### config.mk
export PLATFORM = sky130hd
export DESIGN_NAME = pcg_stream_gen
export DESIGN_NICKNAME = d
export VERILOG_FILES = /design/src/rtl/pcg_stream_gen.sv
export SDC_FILE = /design/constraint.sdc
export NUM_CORES = 1
export LEC_CHECK = 0
export ABC_AREA = 1
export BUFFER_PORTS_ARGS = -buffer_cell sky130_fd_sc_hd__buf_2
export CORE_MARGIN = 2
export CORE_UTILIZATION = 60
export DETAILED_ROUTE_END_ITERATION = 8
export PLACE_DENSITY = 0.78
export SKIP_LAST_GASP = 1
export SYNTH_ARGS = -nofsm -noshare
export SYNTH_HDL_FRONTEND = slang
export SYNTH_SLANG_ARGS = --single-unit
### constraint.sdc
create_clock -name clk -period 4.5 [get_ports clk]
set_input_delay 0.225 -clock clk [delete_from_list [all_inputs] [get_ports clk]]
set_output_delay 0.225 -clock clk [all_outputs]
set_load 0.005 [all_outputs]
### src/rtl/pcg_stream_gen.sv
// pcg_stream_gen: NUM_CH parallel PCG generators (LCG state advance with an
// XSH-RR output permutation) feeding a two-stage output pipeline. The output
// uses a valid/ready handshake. Generation can be paused with run, and every
// channel can be reloaded at runtime with seed_load.
module pcg_stream_gen #(
    parameter int                 STATE_W = 16,
    parameter int                 OUT_W   = 8,
    parameter int                 NUM_CH  = 1,
    parameter logic [STATE_W-1:0] MULT    = 'h5851,
    parameter logic [STATE_W-1:0] INC     = 'h1405,
    parameter logic [STATE_W-1:0] SEED    = '0
) (
    input  logic                      clk,
    input  logic                      rst,
    input  logic                      run,
    input  logic                      seed_load,
    input  logic [STATE_W-1:0]        seed_data,
    output logic                      out_valid,
    input  logic                      out_ready,
    output logic [NUM_CH*OUT_W-1:0]   out_data
);

    // XSH-RR permutation geometry: R rotate bits, XS xorshift and SH final shift.
    localparam int R  = $clog2(OUT_W);
    localparam int XS = (OUT_W + R) / 2;
    localparam int SH = STATE_W - OUT_W - R;

    // OUT_W is a power of two, so an R-bit index sum wraps naturally modulo OUT_W.
    function automatic logic [OUT_W-1:0] rotr(input logic [OUT_W-1:0] x,
                                              input logic [R-1:0]     r);
        for (int b = 0; b < OUT_W; b++) begin
            rotr[b] = x[R'(b) + r];
        end
    endfunction

    logic adv;
    logic v1_reg, v1_next;
    logic out_valid_reg, out_valid_next;

    // The whole pipeline moves together. It freezes only while a valid word
    // waits for the consumer.
    assign adv       = !out_valid_reg || out_ready;
    assign out_valid = out_valid_reg;

    // Shared valid bits. A reseed kills both stages even during a stall.
    always_comb begin
        v1_next        = v1_reg;
        out_valid_next = out_valid_reg;
        if (seed_load) begin
            v1_next        = 1'b0;
            out_valid_next = 1'b0;
        end else if (adv) begin
            v1_next        = run;
            out_valid_next = v1_reg;
        end
    end

    // Valid-bit registers.
    always_ff @(posedge clk) begin
        if (rst) begin
            v1_reg        <= 1'b0;
            out_valid_reg <= 1'b0;
        end else begin
            v1_reg        <= v1_next;
            out_valid_reg <= out_valid_next;
        end
    end

    for (genvar gi = 0; gi < NUM_CH; gi++) begin : gen_ch
        // Odd increments that differ per channel keep the streams distinct
        // while each stream keeps the full period.
        localparam logic [STATE_W-1:0] CH_INC = INC + STATE_W'(2 * gi);

        logic [STATE_W-1:0] state_reg, state_next;
        logic [STATE_W-1:0] mix;
        logic [OUT_W-1:0]   xs;
        logic [R-1:0]       rot;
        logic [OUT_W-1:0]   s1_xs_reg, s1_xs_next;
        logic [R-1:0]       s1_rot_reg, s1_rot_next;
        logic [OUT_W-1:0]   out_word_reg, out_word_next;
        logic               mix_unused;

        // The permutation uses the state before it advances. Stage 1 keeps the
        // xorshifted word and the rotate amount. The rotate itself happens in
        // stage 2.
        assign mix        = (state_reg >> XS) ^ state_reg;
        assign xs         = mix[SH +: OUT_W];
        assign rot        = state_reg[STATE_W-1 -: R];
        assign mix_unused = ^{mix[STATE_W-1 -: R], mix[SH-1:0]};

        // Next-state for the LCG, stage 1 and the output word of this channel.
        always_comb begin
            state_next    = state_reg;
            s1_xs_next    = s1_xs_reg;
            s1_rot_next   = s1_rot_reg;
            out_word_next = out_word_reg;
            if (seed_load) begin
                state_next = seed_data;
            end else if (adv) begin
                out_word_next = rotr(s1_xs_reg, s1_rot_reg);
                if (run) begin
                    state_next  = state_reg * MULT + CH_INC;
                    s1_xs_next  = xs;
                    s1_rot_next = rot;
                end
            end
        end

        // Per-channel registers.
        always_ff @(posedge clk) begin
            if (rst) begin
                state_reg    <= SEED;
                s1_xs_reg    <= '0;
                s1_rot_reg   <= '0;
                out_word_reg <= '0;
            end else begin
                state_reg    <= state_next;
                s1_xs_reg    <= s1_xs_next;
                s1_rot_reg   <= s1_rot_next;
                out_word_reg <= out_word_next;
            end
        end

        assign out_data[gi*OUT_W +: OUT_W] = out_word_reg;
    end

endmodule

After elaboration in Yosys (flattened, before gate mapping)
Index checks and enable logic that the tools add are counted.
- divide/modulo/power cells: 0
- equal/unequal tests: 0
- reductions and logical operators: 8
- bitwise gates (word level): 2
- $add $sub $neg: 8
- shift-type cells: 0
- muxes and demuxes: 19
- multipliers: 1
- $lt $le $gt $ge: 8
- operators by type and width (cell ; count):
    $mux W16 ; 3
    $lt A3 B4 Y1 const B ; 8
    $bmux W1 S3 ; 8
    $add A16 B13 Y16 const B ; 1
    $mul A16 B15 Y16 const B ; 1
    $xor A11 B13 Y13 ; 1
    $add A3 B3 Y3 const A ; 4
    $mux W1 ; 8
    $add A2 B3 Y3 const A ; 2
    $reduce_and A2 Y1 ; 2
    $reduce_bool A2 Y1 ; 2
    $add A1 B3 Y3 const A ; 1
    $reduce_and A3 Y1 ; 1
    $reduce_or A2 Y1 ; 1
    $logic_not A1 Y1 ; 1
    $logic_or A1 B1 Y1 ; 1
    $not A1 Y1 ; 1
- input bits: 21
- memories kept: 0
- register bits after elaboration: 37
- bits in read-only memories: 0
- memory bits (writable): 0
- bits in latches: 0

Depth between registers and ports, before layout
Gate-level depths: netlist of the first run.
- word-level depth: 5
- depth in mapped cells: 23
- depth with buffers taken out: 23

Worst setup path before layout of the first run
OpenSTA, ideal clock, no wires.
- kind: reg2reg
- from: register gen_ch[0].state_reg[2]
- to: register gen_ch[0].state_reg[15]
- required time: 4.370 ns
- stages on the path, launching flop included: 17
- path buffers: 0
- setup slack: 0.808 ns
- data arrival time: 3.562 ns
- cell sequence: dfxtp_1 ha_1 ha_1 inv_1 fa_1 inv_1 fa_1 ha_1 ha_1 ha_1 a21oi_1 a21boi_0 o21ai_0 nor2_1 nand3_1 nand3_2 a21oi_2
- word-level cells in the longest chain between the ends: 5
- RTL lines (what ; line ; text):
    start, declared ; 74 ; logic [STATE_W-1:0] state_reg, state_next;
    start signal, assigned ; 117 ; state_reg <= state_next;
    $mul A16 B15 Y16 ; 102 ; state_next = state_reg * MULT + CH_INC;
    $add A16 B13 Y16 ; 102 ;
    $mux W16 ; 101 ; if (run) begin
    $mux W16 ; 99 ; end else if (adv) begin
    $mux W16 ; 97 ; if (seed_load) begin
Every way passes these cells. The select of a mux whose other input is x is not followed.
A chain may end at the register's enable or synchronous reset.

Worst setup path in the final report of the first run
- from: register gen_ch[0].state_reg[8]
- to: register gen_ch[0].state_reg[15]
Same word-level chain as after synthesis.

==> results of run 1 <==
layer usage:
metal / vias up / GRT usage / part of all wire
met2: 87 / 0.4842 / 0.47
met5: - / 0 / 0
met1: 1453 / 0.3506 / 0.45
met4: 0 / 0.1102 / 0.026
met3: 17 / 0.05169 / 0.052
li1: 1632 / - / -
through the flow:
stage,hold WS [ns],cell area (um2),setup WS (ns),instances
final,0.1869,3769,0.3593,589
after global routing,0.1920,3769,0.1402,589
after CTS,0.1857,3769,0.4223,589
after detailed placement,0.4595,3654,0.4671,581
after global placement,0.4448,3654,0.5829,581
after floorplan,0.3946,3481,0.8076,492
cell usage after synthesis (all sizes together):
| cell type | n |
|---|---|
| nand2 | 134 |
| inv | 90 |
| ha | 51 |
| dfxtp | 37 |
| o21ai | 37 |
| nand3 | 29 |
| a21oi | 22 |
| nor2 | 17 |
| fa | 15 |
| a31oi | 11 |
| buf | 9 |
| o211ai | 8 |
| xor2 | 8 |
| clkbuf | 4 |
| or2 | 4 |
| xnor2 | 3 |
| nand3b | 2 |
| nand4 | 2 |
| a21boi | 1 |
| a21o | 1 |
| a221oi | 1 |
| a22o | 1 |
| and2 | 1 |
| clkinv | 1 |
| nor3 | 1 |
| nor3b | 1 |
| o21bai | 1 |
cells by family (layout without fill, tap and decap cells):
group,after synthesis,in the layout
buffers and inverters,104,129
AOI/OAI and AO/OA,83,83
adders and majority gates,66,66
DFF,37,37
xor gates and xnor gates,11,11
and+or+nand+nor,191,191
report_power, final:
group	internal (mW)	leakage, nW	switching (mW)
Combinational	0.269	1.66	0.422
Sequential	0.358	0.305	0.0398
Clock	0.166	0.0543	0.140
Total	0.793	2.02	0.602
tightest hold or removal path: cells and delay by family:
kind            cells  cell delay, ns
simple gates        1            0.05
compound gates      1            0.07
buf+inv             1            0.09
worst paths after layout:
check                               from                       to  slack, ns  depth (start not counted)
setup / recovery  gen_ch[0].state_reg[8]  gen_ch[0].state_reg[15]       0.36                         16
setup reg to reg  gen_ch[0].state_reg[8]  gen_ch[0].state_reg[15]       0.36                         16
hold / removal              seed_data[1]   gen_ch[0].state_reg[1]       0.19                          3
hold reg to reg   gen_ch[0].s1_xs_reg[0]   gen_ch[0].s1_xs_reg[0]       0.47                          2
layout make-up:
type                            instances  area, um2  share of cell area
Clock buffer                            5      68.82             0.01826
Clock inverter                          3      46.29             0.01228
Inverter                               91      341.6             0.09064
Multi-Input combinational cell        351       2328              0.6179
Sequential cell                        37      740.7              0.1965
Tap cell                               72      90.09             0.02390
Timing Repair Buffer                   30      152.6             0.04050
==> reports/qor.csv, run 1 <==
metric,value,unit
drive_gt1_frac,0.1083,
grt_setup_unrepaired,false,
timing_hold_violations_final,0,
wirelength,8311,um
timing_worst_setup_path_type,flop to flop,
max-clock-path-buffers,2,
synth_cell_type_count,39,
worst_clock_skew,0.009197,ns
timing.critical_path.slowest_stage_cell,sky130_fd_sc_hd__fa_1,
cts.htree.levels,2,
die_outline_area,0.006426,mm2
antenna_violating_nets_post_route,0,
grt_max_degree,22,
min_path_type,primary input to flop,
synth_seq_cells,37,
fmaxAchievable,0.2415,GHz
final_power,1.395,mW
cp_num_buf_inv,2,
synthesis.yosys.warnings,0,
setup_viol,0,
drv.max_cap_violation_count,0,
critical_path.max_stage_delay,0.49,ns
critical_path.top_delay_family,adder cells,
globalplace.congestion,0.9345,
p_leak,2.021,nW
layout_worst_path_cycle_share,0.9202,
critical_path_peak_fanout,5,
die-width,80.17,um
wl_per_cell,14.11,um
nets,603,
fillers,492,
worst_skew_pair.late_latency,0.31,ns
ios,30,
synth_simple_gate_area_share,0.2351,
post-route-util,0.6802,
tritoncts,yes,
post-cts-setup-buffer-count,0,
antenna_found_initial,0,
worstSetupEndpointType,flop,
synth.area.mux_share,0,
synth_largest_area_cell,sky130_fd_sc_hd__dfxtp_1,
first_pass_grt_wire_length,13910,um
largest_family_of_logic_cells_by_synthesized_area,adder cells,
synth-compound-area-share,0.1366,
synth_xor_area_frac,0.02768,
worst_case_vdd_ir_drop,0.2213,mV
syn2layout_area_growth,8.267,%
clk_pin_slew_worst_paths,0.09,ns
std_cell_rows,27,
average_via_count_per_standard_cell,5.414,
first_global_vias,3115,
cell_at_the_root_of_the_clock_tree,sky130_fd_sc_hd__clkbuf_8,
tightestPinTransition,0.5834,ns
worstPathRequired,4.69,ns
synth_top_area_share,0.2128,
insertedDiodeCount,0,
synth_sequential_area_ratio,0.2128,
yosys.area_share.adder,0.2696,
cts_num_sinks,37,
timing.slew.headroom,0.6107,
synthesized_instance_count,492,
maxSlewViolCount,0,
grt_util_all_layers,0.2827,
synthesis.area_per_instance,7.075,um2
drc,0,
globalRouteOverflowTotal,0,
timing.setup.tns,0,ns
crit_arrival,4.33,ns
cts_buffers,5,
core,0.005540,mm2
port_buffers,29,
die_h,80.17,um
power.density,370.1,mW/mm2
initial_core_util,0.6283,
synthesis.area,0.003481,mm2
postSynthNetCount,579,
mostFrequentLayoutCells,"129 x sky130_fd_sc_hd__nand2_1, 85 x sky130_fd_sc_hd__inv_1, 51 x sky130_fd_sc_hd__ha_1",
detail_route.first_pass.iterations,5,
finalWorstPathRequiredPeriod,4.141,ns
critical-path-top-cell-by-count,sky130_fd_sc_hd__ha_1,
initialDrtViolationCount,222,
cts_hold_buffers,0,
synth_top_cells_by_area,"sky130_fd_sc_hd__dfxtp_1 21%, sky130_fd_sc_hd__ha_1 18%, sky130_fd_sc_hd__nand2_1 14%",
most_frequent_standard_cell_in_the_layout_excluding_fill_and_tap_cells,sky130_fd_sc_hd__nand2_1,
dr_total_vias,3189,
outcome,"finished, final reports clean",
start_kind,flop,
largest_register_ff_count,16,
post_cts_resized,0,
dpl.hpwl,6562,um
cp_cell_sequence,"ha_1, inv_1, fa_1, fa_1, inv_1, fa_1, ha_1, ha_1, ha_1, a21oi_1, a21boi_0, o21ai_0, nor2_1, nand3_1, nand3_2, a21oi_2",
No activity file was read; power rests on OpenSTA's default activity.
==> run 2, diff against run 1 <==
--- a/config.mk
+++ b/config.mk
@@ -7,9 +7,11 @@
 export LEC_CHECK = 0
 export ABC_AREA = 1
 export BUFFER_PORTS_ARGS = -buffer_cell sky130_fd_sc_hd__buf_2
+export CAP_MARGIN = 15
 export CORE_MARGIN = 2
 export CORE_UTILIZATION = 60
 export DETAILED_ROUTE_END_ITERATION = 8
+export HOLD_SLACK_MARGIN = 0.12
 export PLACE_DENSITY = 0.78
 export SKIP_LAST_GASP = 1
 export SYNTH_ARGS = -nofsm -noshare
==> constraint.sdc (replaced) <==
create_clock -name clk -period 5 [get_ports clk]
set_input_delay 0.25 -clock clk [delete_from_list [all_inputs] [get_ports clk]]
set_output_delay 0.25 -clock clk [all_outputs]
set_load 0.005 [all_outputs]
==> run 2 against run 1 <==
Compared with the run above: die area is the same; core utilization is the same; routed wire length shrank 0.96%; fmax grew 1.3%; critical path depth grew 1; register-to-register slack gained 0.56 ns; count of clock-buffer cells in the layout is the same; highest routed layer unchanged.
==> reports/qor.csv, run 2 (synthesis gave the netlist of run 1 again) <==
metric,value,unit
grt_use_met1,0.3408,
worstSetupEndpointType,flop,
die_outline_area,0.006426,mm2
grt_util_all_layers,0.2759,
dp_cells,581,
worst_skew_pair.late_latency,0.30,ns
core,0.005540,mm2
timing.setup.tns,0,ns
drc,0,
mostFrequentLayoutCells,"129 x sky130_fd_sc_hd__nand2_1, 85 x sky130_fd_sc_hd__inv_1, 51 x sky130_fd_sc_hd__ha_1",
post_cts_resized,0,
dr_total_vias,3161,
die_h,80.17,um
insertedDiodeCount,0,
globalRouteOverflowTotal,0,
globalplace.congestion,0.9318,
detail_route.first_pass.iterations,5,
largest_register_ff_count,16,
critical_path.max_stage_delay,0.49,ns
worstPathRequired,5.23,ns
antenna_found_initial,0,
setup_viol,0,
timing_worst_setup_path_type,flop to flop,
crit_arrival,4.32,ns
ios,30,
most_frequent_standard_cell_in_the_layout_excluding_fill_and_tap_cells,sky130_fd_sc_hd__nand2_1,
die-width,80.17,um
cp_cell_sequence,"ha_1, ha_1, inv_1, fa_1, inv_1, fa_1, ha_1, ha_1, ha_1, a21oi_1, a21boi_0, o21ai_0, nor2_1, inv_1, nand2_1, nand3_2, a21oi_2",
clock_power_share,0.217,
cell_at_the_root_of_the_clock_tree,sky130_fd_sc_hd__clkbuf_8,
cts_buffers,5,
wl_per_cell,13.97,um
dp_worst_setup_slack,0.9749,ns
cts_num_sinks,37,
start_kind,flop,
min_path_type,primary input to flop,
layout_worst_path_cycle_share,0.8171,
grt_max_degree,22,
initialDrtViolationCount,182,
critical_path_peak_fanout,7,
finalWorstPathRequiredPeriod,4.086,ns
initial_core_util,0.6283,
comb_power_frac,0.497,
use_met2,0.4683,
first_pass_grt_wire_length,13670,um
cts.htree.levels,2,
power.density,330.8,mW/mm2
post-cts-setup-buffer-count,0,
worst_clock_skew,0.009222,ns
syn2layout_area_growth,8.267,%
tritoncts,yes,
cts_hold_buffers,0,
fin_cells,589,
antenna_violating_nets_post_route,0,
first_global_vias,3108,
crit_start,gen_ch[0].state_reg[2],
power.net_switching,532.6,uW
timing.slew.headroom,0.5887,
grt_setup_unrepaired,false,
power.share.switching,0.4272,
clk_pin_slew_worst_paths,0.08,ns
grt_util_met3,0.05618,
internal_power,714.0,uW
wirelength,8231,um
critical_path.top_delay_family,adder cells,
drive_gt1_frac,0.1083,
final_worst_path_setup_slack,0.9143,ns
average_via_count_per_standard_cell,5.367,
nets,603,
critical_path.reg2reg.startpoint,gen_ch[0].state_reg[2],
port_buffers,29,
std_cell_rows,27,
outcome,"finished, final reports clean",
tightestPinTransition,0.6163,ns
gr-max-usage-layer,met2,
worst_case_vdd_ir_drop,0.2177,mV
power_frac_seq,0.286,
timing_hold_violations_final,0,
p_leak,2.021,nW
max-clock-path-buffers,2,
critical-path-top-cell-by-count,sky130_fd_sc_hd__ha_1,
drv.max_cap_violation_count,0,
reg2reg_slack,0.91,ns
maxSlewViolCount,0,
cp_num_buf_inv,3,
fmaxAchievable,0.2448,GHz
timing.critical_path.slowest_stage_cell,sky130_fd_sc_hd__fa_1,
dpl.hpwl,6515,um
min-delay-start,seed_data[6],
[run 2: cell counts in the layout (fill, tap and decap cells not counted)]
Identical to the previous run, type by type.
[run 2: power by group through the flow]
stage	logic, mW	registers (mW)	clock network, mW
after floorplan	0.476	0.352	0
after global placement	0.590	0.362	0
after global routing	0.707	0.361	0.287
final	0.620	0.357	0.270
after CTS	0.619	0.356	0.276
after detailed placement	0.609	0.363	0
[run 2: worst paths after layout]
path                                                 to  cells past startpoint
worst min register to register   gen_ch[0].s1_xs_reg[1]                      2
worst max register to register  gen_ch[0].state_reg[15]                     17
worst min-delay path             gen_ch[0].state_reg[6]                      3
worst max-delay path            gen_ch[0].state_reg[15]                     17
[run 2: area by class of cell]
type / count / area [um2]
inverters: 91 / 341.6
multi-input cells: 351 / 2328
repair buffers: 30 / 152.6
well taps: 72 / 90.09
clock buffers: 5 / 68.82
fillers: 496 / 1772
flip-flops and latches: 37 / 740.7
clock inverters: 3 / 46.29
[run 2: per-stage QoR]
| step | power [mW] | utilization | hold slack [ns] | instance area [um2] |
|---|---|---|---|---|
| after floorplan | 0.8289 | - | 0.4196 | 3481 |
| after global placement | 0.9517 | 0.6594 | 0.4437 | 3654 |
| after detailed placement | 0.9721 | 0.6594 | 0.4584 | 3654 |
| final | 1.247 | 0.6802 | 0.2156 | 3769 |
| after CTS | 1.252 | 0.6802 | 0.2139 | 3769 |
| after global routing | 1.356 | 0.6802 | 0.2202 | 3769 |
[run 2: tightest hold or removal path, delay by kind of cell]
kind / cells / cell delay [ns]
and+or+nand+nor: 1 / 0.05
AOI/OAI and AO/OA: 1 / 0.07
buffers and inverters: 1 / 0.09
[run 2: metal layers]
layer | vias up | routed length, um
met1 | 1428 | 3646
met5 | - | 0
met2 | 85 | 3885
met3 | 24 | 465
li1 | 1624 | -
met4 | 0 | 234
